**config.mk**
```make
export PLATFORM = sky130hd
export DESIGN_NAME = alu_result_stage
export DESIGN_NICKNAME = d
export VERILOG_FILES = /design/src/rtl/alu_result_stage.sv
export SDC_FILE = /design/constraint.sdc
export NUM_CORES = 1
export LEC_CHECK = 0
export CORE_AREA = 2 2 114 116
export CTS_CLUSTER_DIAMETER = 60
export CTS_CLUSTER_SIZE = 12
export DETAILED_ROUTE_END_ITERATION = 16
export DIE_AREA = 0 0 116 118
export GPL_ROUTABILITY_DRIVEN = 0
export GPL_TIMING_DRIVEN = 1
export HOLD_SLACK_MARGIN = 0.15
export PLACE_DENSITY = 0.79
export SLEW_MARGIN = 0
export SYNTH_ARGS = -nofsm -noshare
export SYNTH_HDL_FRONTEND = slang
export SYNTH_SLANG_ARGS = --single-unit
```
**constraint.sdc**
```tcl
create_clock -name clk -period 3.02 [get_ports clk]
set_clock_uncertainty 0.05 [all_clocks]
set_input_delay 0.453 -clock clk [delete_from_list [all_inputs] [get_ports clk]]
set_output_delay 0.453 -clock clk [all_outputs]
set_load 0.05 [all_outputs]
```
**src/rtl/alu_result_stage.sv**
```systemverilog
// rtl/alu_result_stage.sv - registered, flag-annotated 2-entry skid output stage for the logic unit
//
// Purpose:
//   Captures each result from the 32-bit bitwise logic unit with its opcode
//   tag, computes zero/negative/parity flags at capture time, and holds up to
//   two results so a stalled consumer never drops one. Counts delivered
//   results for debug.
//
// Ports:
//   clk         rising-edge clock
//   rst_n       asynchronous active-low reset
//   in_valid    upstream result valid
//   in_ready    stage can accept a result this cycle (registered state only)
//   in_f        result word from the logic unit
//   in_op       opcode tag of that result
//   out_valid   head entry valid
//   out_ready   consumer accepts head entry
//   out_f       head result word
//   out_op      head opcode tag
//   out_zero    head result == 0
//   out_neg     head result sign bit
//   out_parity  XOR-reduction of head result (1 = odd number of ones)
//   out_count   results delivered since reset, wraps

module alu_result_stage #(
  parameter int W    = 32,
  parameter int OPW  = 4,
  parameter int CNTW = 16
) (
  input  logic            clk,
  input  logic            rst_n,
  input  logic            in_valid,
  output logic            in_ready,
  input  logic [W-1:0]    in_f,
  input  logic [OPW-1:0]  in_op,
  output logic            out_valid,
  input  logic            out_ready,
  output logic [W-1:0]    out_f,
  output logic [OPW-1:0]  out_op,
  output logic            out_zero,
  output logic            out_neg,
  output logic            out_parity,
  output logic [CNTW-1:0] out_count
);

  typedef enum logic [1:0] {
    EMPTY = 2'd0,
    ONE   = 2'd1,
    FULL  = 2'd2
  } occ_t;

  occ_t state_q, state_d;

  logic rd_ptr_q, wr_ptr_q;
  logic rd_ptr_d;
  logic push, pop;

  // Entry storage; flags are packed as {zero, neg, parity}.
  logic [W-1:0]   f_mem    [2];
  logic [OPW-1:0] op_mem   [2];
  logic [2:0]     flag_mem [2];

  logic [2:0]     in_flags;

  // Registered head presentation; holds its last value while empty.
  logic [W-1:0]   head_f_q,    head_f_d;
  logic [OPW-1:0] head_op_q,   head_op_d;
  logic [2:0]     head_flag_q, head_flag_d;
  logic           head_load;
  logic           head_from_input;

  logic [CNTW-1:0] count_q;

  // ---------------------------------------------------------------------------
  // Occupancy FSM: state register
  // ---------------------------------------------------------------------------
  always_ff @(posedge clk or negedge rst_n) begin
    if (!rst_n) begin
      state_q <= EMPTY;
    end else begin
      state_q <= state_d;
    end
  end

  // ---------------------------------------------------------------------------
  // Occupancy FSM: next state
  // ---------------------------------------------------------------------------
  always_comb begin
    state_d = state_q;
    unique case (state_q)
      EMPTY: begin
        if (push) state_d = ONE;
      end
      ONE: begin
        if (push && !pop)      state_d = FULL;
        else if (!push && pop) state_d = EMPTY;
      end
      FULL: begin
        if (pop) state_d = ONE;
      end
      default: state_d = EMPTY;
    endcase
  end

  // ---------------------------------------------------------------------------
  // Occupancy FSM: outputs
  // in_ready depends only on the state register, so a pop while FULL cannot
  // open the input in the same cycle.
  // ---------------------------------------------------------------------------
  always_comb begin
    in_ready  = (state_q != FULL);
    out_valid = (state_q != EMPTY);
  end

  assign push = in_valid & in_ready;
  assign pop  = out_valid & out_ready;

  // ---------------------------------------------------------------------------
  // Pointers
  // ---------------------------------------------------------------------------
  always_ff @(posedge clk or negedge rst_n) begin
    if (!rst_n) begin
      rd_ptr_q <= 1'b0;
      wr_ptr_q <= 1'b0;
    end else begin
      if (push) wr_ptr_q <= ~wr_ptr_q;
      if (pop)  rd_ptr_q <= ~rd_ptr_q;
    end
  end

  assign rd_ptr_d = rd_ptr_q ^ pop;

  // ---------------------------------------------------------------------------
  // Entry storage; flags are frozen at capture.
  // ---------------------------------------------------------------------------
  assign in_flags = {(in_f == '0), in_f[W-1], ^in_f};

  always_ff @(posedge clk) begin
    if (push) begin
      f_mem[wr_ptr_q]    <= in_f;
      op_mem[wr_ptr_q]   <= in_op;
      flag_mem[wr_ptr_q] <= in_flags;
    end
  end

  // ---------------------------------------------------------------------------
  // Head presentation
  // The output registers are loaded with whatever entry will sit at the head
  // after this edge. If that slot is being written in the same edge (empty
  // buffer, or ONE with simultaneous push and pop) the incoming word is taken
  // directly, since the memory does not hold it yet. When the buffer drains
  // the registers are left alone so the outputs keep their last values.
  // ---------------------------------------------------------------------------
  always_comb begin
    head_from_input = push && (rd_ptr_d == wr_ptr_q);
    head_load       = (state_d != EMPTY);
    if (head_from_input) begin
      head_f_d    = in_f;
      head_op_d   = in_op;
      head_flag_d = in_flags;
    end else begin
      head_f_d    = f_mem[rd_ptr_d];
      head_op_d   = op_mem[rd_ptr_d];
      head_flag_d = flag_mem[rd_ptr_d];
    end
  end

  always_ff @(posedge clk or negedge rst_n) begin
    if (!rst_n) begin
      head_f_q    <= '0;
      head_op_q   <= '0;
      head_flag_q <= '0;
    end else if (head_load) begin
      head_f_q    <= head_f_d;
      head_op_q   <= head_op_d;
      head_flag_q <= head_flag_d;
    end
  end

  assign out_f      = head_f_q;
  assign out_op     = head_op_q;
  assign out_zero   = head_flag_q[2];
  assign out_neg    = head_flag_q[1];
  assign out_parity = head_flag_q[0];

  // ---------------------------------------------------------------------------
  // Delivered-result counter, wraps modulo 2^CNTW
  // ---------------------------------------------------------------------------
  always_ff @(posedge clk or negedge rst_n) begin
    if (!rst_n) begin
      count_q <= '0;
    end else if (pop) begin
      count_q <= count_q + CNTW'(1);
    end
  end

  assign out_count = count_q;

endmodule
```
Word-level counts from Yosys, hierarchy flattened
Memory sizes are Yosys's and may differ from the RTL's. A register that Yosys moved wholly into a read port is not among the register bits.
Cells that the tools add are included.

word-level totals
  bits in registers = 20
  latch bits = 0
  bits in writable memories = 78
  ROM bits = 0
  input port bits = 40
  output and inout port bits = 57
  word-level logic and storage cells = 35
  memories = 3

memory list
  memory    words  width  rd ports  clocked after Yosys merged registers in  wr ports  line  RTL
  f_mem     2      32     1         1                                        1         59    logic [W-1:0] f_mem [2];
  op_mem    2      4      1         1                                        1         60    logic [OPW-1:0] op_mem [2];
  flag_mem  2      3      1         1                                        1         61    logic [2:0] flag_mem [2];

operators by class
  add/sub/neg operators = 1
  $mul = 0
  divide/modulo/power cells = 0
  order comparisons = 0
  equality and inequality tests = 3
  shifts and indexed selects = 0
  muxes and demuxes = 7
  bitwise logic cells = 5
  reductions and logical operators = 12

operator list
  cell                                           number
  zero test 32 bit                               1
  XOR reduction 32 bit                           1
  adder 16 x 1 -> 16 bit, second input constant  1
  two-way mux 2 bit                              4
  one-hot mux 2 bit (3 select lines)             1
  zero test 1 bit                                5
  nonzero test 2 bit                             2
  AND 1 bit                                      2
  == test 2 x 1 -> 1 bit, second input constant  1
  == test 2 bit, second input constant           1
  logical AND 1 bit                              2
  zero test 2 bit                                1
  two-way mux 1 bit                              2
  inequality test 2 bit, second input constant   1
  NOT 1 bit                                      2
  XOR 1 bit                                      1

Longest topological paths before layout
Gate-level depths: netlist (run 1).

  word-level depth = 8
  mapped depth = 9

Worst setup path before layout (run 1)
No wires, ideal clock.

  kind = reg2reg
  from = reg state_q[0]
  to = mem f_mem[0][0] (enable)
  data arrival time = 2.601 ns
  required time = 2.537 ns
  path slack = -0.064 ns
  stages on the path, launching flop included = 5
  period minus slack after synthesis = 3.084 ns
  cell sequence = dfrtp_1 > nand2b_1 > buf_2 > nand2_2 > nor2_1

on the way
  word-level cells in the longest chain between the ends = 4

ends and longest elaborated chain
  element                                  line  RTL
  start: declaration                       52    occ_t state_q, state_d;
  start signal: assignment                 81    state_q <= state_d;
  inequality test 2 bit                    111   in_ready = (state_q != FULL);
  via in_ready                             33    output logic in_ready,
  AND 1 bit                                115   assign push = in_valid & in_ready;
  two-way mux 1 bit                        139   if (push) begin
  two-way mux 1 bit (not written as such)  140   f_mem[wr_ptr_q] <= in_f;
  end: declaration                         59

The timed path passes the listed nets, and every way through them passes these cells.

Final worst setup path (run 1)
  from = reg state_q[1]
  to = out in_ready

on the way
  word-level cells in the longest chain between the ends = 1

ends and longest elaborated chain
  element                line
  inequality test 2 bit  111
  end: declaration       33

Every way passes these cells.

==> results of run 1 <==
-- Yosys cell counts, drive strengths merged (8+ instances only) --
cell type / n / area, sq um
edfxtp: 76 / 2280
o21ai: 76 / 392
dfrtp: 58 / 1450
nand2: 43 / 164
a211oi: 37 / 278
nor2b: 37 / 231
inv: 36 / 135
xnor2: 26 / 228
buf: 18 / 150
ha: 17 / 213
clkbuf: 10 / 38.8
nor2: 9 / 36.3
nand4: 8 / 50.1
xor2: 8 / 77.6
-- worst min path at each step --
| stage | depth (start not counted) | slack, ns | to | from |
|---|---|---|---|---|
| detailed placement | 2 | 0.42 | out_f[28] | out_f[28] |
| global placement | 1 | 0.41 | out_count[15] | out_count[15] |
| floorplan | 0 | 0.11 | head_flag_q[0] | rst_n |
| CTS | 2 | 0.44 | out_f[28] | out_f[28] |
| global route | 1 | 0.45 | out_count[15] | out_count[15] |
| finish | 1 | 0.43 | out_count[15] | out_count[15] |
-- worst register-to-register path: stages, from the launching register on --
cell	delay, ns
dfrtp_1	0.50
o21ai_4	0.35
xor2_4	0.20
buf_4	0.44
nor2b_1	0.11
a211oi_1	0.21
o21ai_0	0.15
-- logic make-up after synthesis --
logic type,after synthesis,synth area share (%)
AO/OA/AOI/OAI,121,12.3
XOR/XNOR,34,5.17
adder cells (fa/ha/maj),17,3.60
buffers and inverters,64,5.49
flip-flops,134,63.3
multiplexers,3,0.551
AND/OR/NAND/NOR,112,9.67
-- timing repair --
item,CTS,global route
hold buffers,1,0
endpoints found under the setup margin,0,0
endpoints found under the hold margin,33,0
-- power by group through the flow --
stage          Clock, mW  Combinational (mW)  Sequential, mW
5_1_grt             1.96                3.72            2.87
2_1_floorplan          0                1.49            3.81
3_3_place_gp           0                3.40            2.81
6_report            1.85                3.48            2.81
4_1_cts             1.89                3.51            2.81
3_5_place_dp           0                3.49            2.84
-- registers in the layout, summed over array words and instances, names as in the netlist, 2 cells and up --
signal,count
op_mem,8
out_f,31
f_mem,62
head_flag_q,3
flag_mem,6
out_op,4
out_count,16
state_q,2
-- stage by stage --
step	utilization, %	power (mW)
final	60.7	8.14
after global routing	60.7	8.55
after CTS	60.7	8.21
after detailed placement	56.3	6.33
after global placement	56.3	6.22
after floorplan	-	5.30
-- per-layer routing --
layer  vias up  wire (um)  GRT usage, %
met5         -          0             0
met4         0        210          8.26
met3        17        558          5.05
met2       112       6610          33.8
met1      1947       5350          23.3
li1       1905          -             -
-- layout make-up --
class	instances	area [sq um]
clock buffer	19	443
clock inverter	13	88.8
fill	1013	4880
inverter	36	135
multi-input combinational	287	1870
sequential	134	3730
tap	172	215
timing repair buffer	108	1050
==> flow_summary.toml, run 1 <==
[power]
p_int_mw = 4.82
p_sw_share_pct = 40.7
power_leakage_nw = 2.91
power_frac_comb_pct = 42.8
seq_power_share_pct = 34.5
p_per_area_nw_per_um2 = 1080
ir_drop_uv = 658
power.switching_mw = 3.32
p_clk_share_pct = 22.7

[floorplan]
die-area_sq_um = 13700
core-area_sq_um = 12400
start_util_pct = 47.5
core.rowCount = 41
die_h_um = 118
fp.dieW_um = 116
io_pins = 97

[worst_setup_path]
end_kind = "output port"
worst_ep_arrival_time_ns = 2.08
reg2reg_slack_ns = 0.87
endpoint = "in_ready"
cp_cell_sequence = "nand2b_1, clkdlybuf4s50_1"
cp.depth = 2
required_ns = 2.52
worstRegToRegCells = 6
r2r-end = "out_op[1]"
slowest_delay_ns = 0.88
crit_type = "flip-flop to output port"
r2r-start = "state_q[1]"
crit_buf_inv = 1
crit_path_max_fanout = 9
start_kind = "flip-flop"
critPathSlowestCell = "clkdlybuf4s50_1"
worstSetupStartpoint = "state_q[1]"
critPathTopFamily = "buffers and inverters"

[clocking]
cts_buffer_depth = 2
cts-root-buf = "clkbuf_16"
htree_levels = 4
post_cts_resized = 0
cts.sinks = 134
cts_made_buffers = 17
clk_latency_ns = 0.41
cts_setup_buffers = 0
clk_pin_slew_ns = 0.05
cts_tree = "yes"

[drt]
post_drt_via_cell_ratio = 5.18
first_iter_violations = 288
first_pass_iters = 4
ant_nets = 0
vias = 3981
wl_per_cell_um = 16.6
drc = 0
totalWireLength_mm = 12.7

[timing]
fin_crit_ns = 2.59
fmax_mhz = 387
timing.final.crit_share_pct = 85.6
worst_pin_slew_ns = 0.863
hold_viol = 0
drv_slew = 0
worst_slack_ns = 0.435
finalSetupViolCount = 0
tns_ns = 0
holdWs_ns = 0.428
rsz0062_at_grt = "false"
slew_headroom_pct = 42.5

[synthesis]
avgSynthCellArea_sq_um = 12.2
synthFlopType = "edfxtp_1"
yosys_warnings = 0
synth-seq-cells = 134
netlist_area_sq_um = 5900
yosysSeqAreaShare_pct = 63.3
async_flop_share_pct = 43.3
synth_enable_flop_cells = 76
syn-num-nets = 542
synthesis.instances = 485
ys_types = 39

[place]
dp_hpwl_mm = 8.25
port_buffers = 96
dpl_worst_slack_ns = 0.436
dp_cells = 736
placed_area_sq_um = 7000

[global_route]
grt_usage_pct = 19.7
grt_pass1_vias = 4136
grt_pass1_wl_mm = 20.4
grt_max_degree = 50
antenna_found_initial = 0
grt_overflow = 0

[final_layout]
design_area_sq_um = 7540
layout_common_cells = "clkdlybuf4s50_1, edfxtp_1, dfrtp_1, o21ai_1, nand2_1"
drive_above_1_share_pct = 7.71
diodes = 0
layout.nets = 641
area_delta_synth_final_pct = 27.7
final_common_cell = "clkdlybuf4s50_1"
finalNonFillerCells = 769

[hold_path]
hp-class = "flip-flop to flip-flop"

[run_status]
status = "finished, final reports clean"

[run]
max_cap_viol_count = 0
Note: power is estimated with default switching activity, not from simulation.
==> run 2, diff against run 1 <==
--- a/config.mk
+++ b/config.mk
@@ -5,11 +5,12 @@
 export SDC_FILE = /design/constraint.sdc
 export NUM_CORES = 1
 export LEC_CHECK = 0
-export CORE_AREA = 2 2 114 116
+export ABC_AREA = 1
+export CORE_AREA = 2 2 119 121
 export CTS_CLUSTER_DIAMETER = 60
 export CTS_CLUSTER_SIZE = 12
 export DETAILED_ROUTE_END_ITERATION = 16
-export DIE_AREA = 0 0 116 118
+export DIE_AREA = 0 0 121 123
 export GPL_ROUTABILITY_DRIVEN = 0
 export GPL_TIMING_DRIVEN = 1
 export HOLD_SLACK_MARGIN = 0.15
==> flow_summary.toml, run 2 <==
[run_status]
status = "finished, final reports clean"

[synthesis]
yosysTopAreaCell = "edfxtp_1"
netlist_area_sq_um = 6550
yosysMostFrequentCell = "nand2_1"
async_flop_share_pct = 43.3
yosys_warnings = 0
synthesis.instances = 663
synth_enable_flop_cells = 76
syn-num-nets = 720
synth_top_area_share_pct = 34.9
ys_types = 28
avgSynthCellArea_sq_um = 9.87
synth-seq-cells = 134
synth_area_leaders = "edfxtp_1, dfrtp_1, nand2_1, inv_1, o211ai_2"
synthFlopType = "edfxtp_1"
yosysSeqAreaShare_pct = 57.0
synth_commonest_cells = "nand2_1, inv_1, edfxtp_1"

[timing]
fmax_mhz = 438
holdWs_ns = 0.168
rsz0062_at_grt = "false"
slew_headroom_pct = 31.1
fin_crit_ns = 2.29
timing.final.crit_share_pct = 75.7
hold_viol = 0
tns_ns = 0
worst_pin_slew_ns = 1.03
finalSetupViolCount = 0
drv_slew = 0

[drt]
first_iter_violations = 246
top_layer = "met4"
wl_met2_mm = 7.02
drc = 0
totalWireLength_mm = 14.0
wl_per_cell_um = 14.6
first_pass_iters = 4
post_drt_via_cell_ratio = 5.00
wl_met1_mm = 6.15
met3_length_um = 589
vias = 4791
ant_nets = 0

[floorplan]
die_h_um = 123
core.rowCount = 43
fp.dieW_um = 121
core-area_sq_um = 13600
io_pins = 97
start_util_pct = 48.1
die-area_sq_um = 14900

[clocking]
htree_levels = 4
cts.sinks = 134
clk_pin_slew_ns = 0.06
cts_setup_buffers = 0
cts_tree = "yes"
clk_latency_ns = 0.42
ctsHoldBuffers = 0
cts_made_buffers = 17
cts_buffer_depth = 2
cts-root-buf = "clkbuf_16"
post_cts_resized = 0

[worst_setup_path]
start_kind = "flip-flop"
worstSetupStartpoint = "state_q[1]"
worst_ep_arrival_time_ns = 1.78
r2r-start = "state_q[1]"
crit_type = "flip-flop to output port"
crit_path_max_fanout = 5
end_kind = "output port"
required_ns = 2.52
worstRegToRegCells = 11

[global_route]
grt_usage_pct = 20.2
grt_max_degree = 57
antenna_found_initial = 0
grt_pass1_wl_mm = 23.1
grt_overflow = 0
grt_pass1_vias = 4837

[power]
p_per_area_nw_per_um2 = 990
power_mw = 8.20
power_leakage_nw = 3.82
ir_drop_uv = 536

[place]
dp_hpwl_mm = 9.60
placed_area_sq_um = 7700
port_buffers = 96
dp_cells = 927

[final_layout]
design_area_sq_um = 8290
area_delta_synth_final_pct = 26.6
drive_above_1_share_pct = 14.4
diodes = 0
finalNonFillerCells = 959
largest_reg_flops = 62
final_common_cell = "nand2_1"
layout_common_cells = "nand2_1, inv_1, clkdlybuf4s50_1, edfxtp_1, dfrtp_1"
largest_register = "f_mem"
layout.nets = 823

[hold_path]
hp-class = "input pin to async pin"

[run]
max_cap_viol_count = 0
[run 2: changes by cell type after synthesis, moves of 5 or more]
cell,before,now
inv_1,36,100
nand2_1,42,206
xnor2_1,26,9
nor2_1,8,26
nor2b_1,37,0
xor2_1,7,14
nand2_2,1,25
a211oi_1,37,0
clkbuf_1,9,4
o21ai_1,48,11
o211ai_2,0,30
o211ai_1,1,6
[run 2: through the flow]
stage	setup WS, ns	util (%)
floorplan	0.529	-
global placement	0.643	56.6
detailed placement	0.532	56.6
CTS	0.709	60.9
global route	0.661	60.9
finish	0.734	60.9
[run 2: path summary, 6_finish.rpt]
kind | endpoint | slack, ns
worst max-delay path | in_ready | 0.73
worst min-delay path | out_f[24] | 0.17
worst max register to register | out_f[8] | 1.07
worst min register to register | out_count[15] | 0.42
max in group asynchronous | out_f[15] | 1.98
min in group clk | out_count[15] | 0.42
[run 2: area by class of cell]
type                    instances  area (sq um)
clock buffers                  17           425
clock inverters                15           163
fillers                      1088          5320
inverters                     104           390
multi-input cells             401          2270
flip-flops and latches        134          3730
well taps                     180           225
repair buffers                108          1080
[run 2: critical path: stages (launching register included)]
cell and delay (ns):
dfrtp_1 0.44, nand2_1 0.12, clkdlybuf4s50_1 0.81
[run 2: report_power, final]
| group | switching [mW] | internal [mW] |
|---|---|---|
| Clock | 0.767 | 1.28 |
| Sequential | 0.242 | 2.41 |
| Combinational | 2.36 | 1.14 |
[run 2: logic make-up (layout without fill, tap and decap cells)]
logic type      count (synthesis)  after routing  synth area share (%)
simple gates                  283            283                  18.2
flops                         134            134                  57.0
buf+inv                       128            244                  8.75
compound gates                 78             78                  9.69
xor+xnor                       23             23                  3.08
fa+ha+maj                      17             17                  3.25
[run 2: metal layers]
layer / up-vias / track usage (%)
met3: 17 / 4.38
met5: - / 0
met2: 122 / 35.1
met4: 0 / 7.34
li1: 2343 / -
met1: 2309 / 24.8
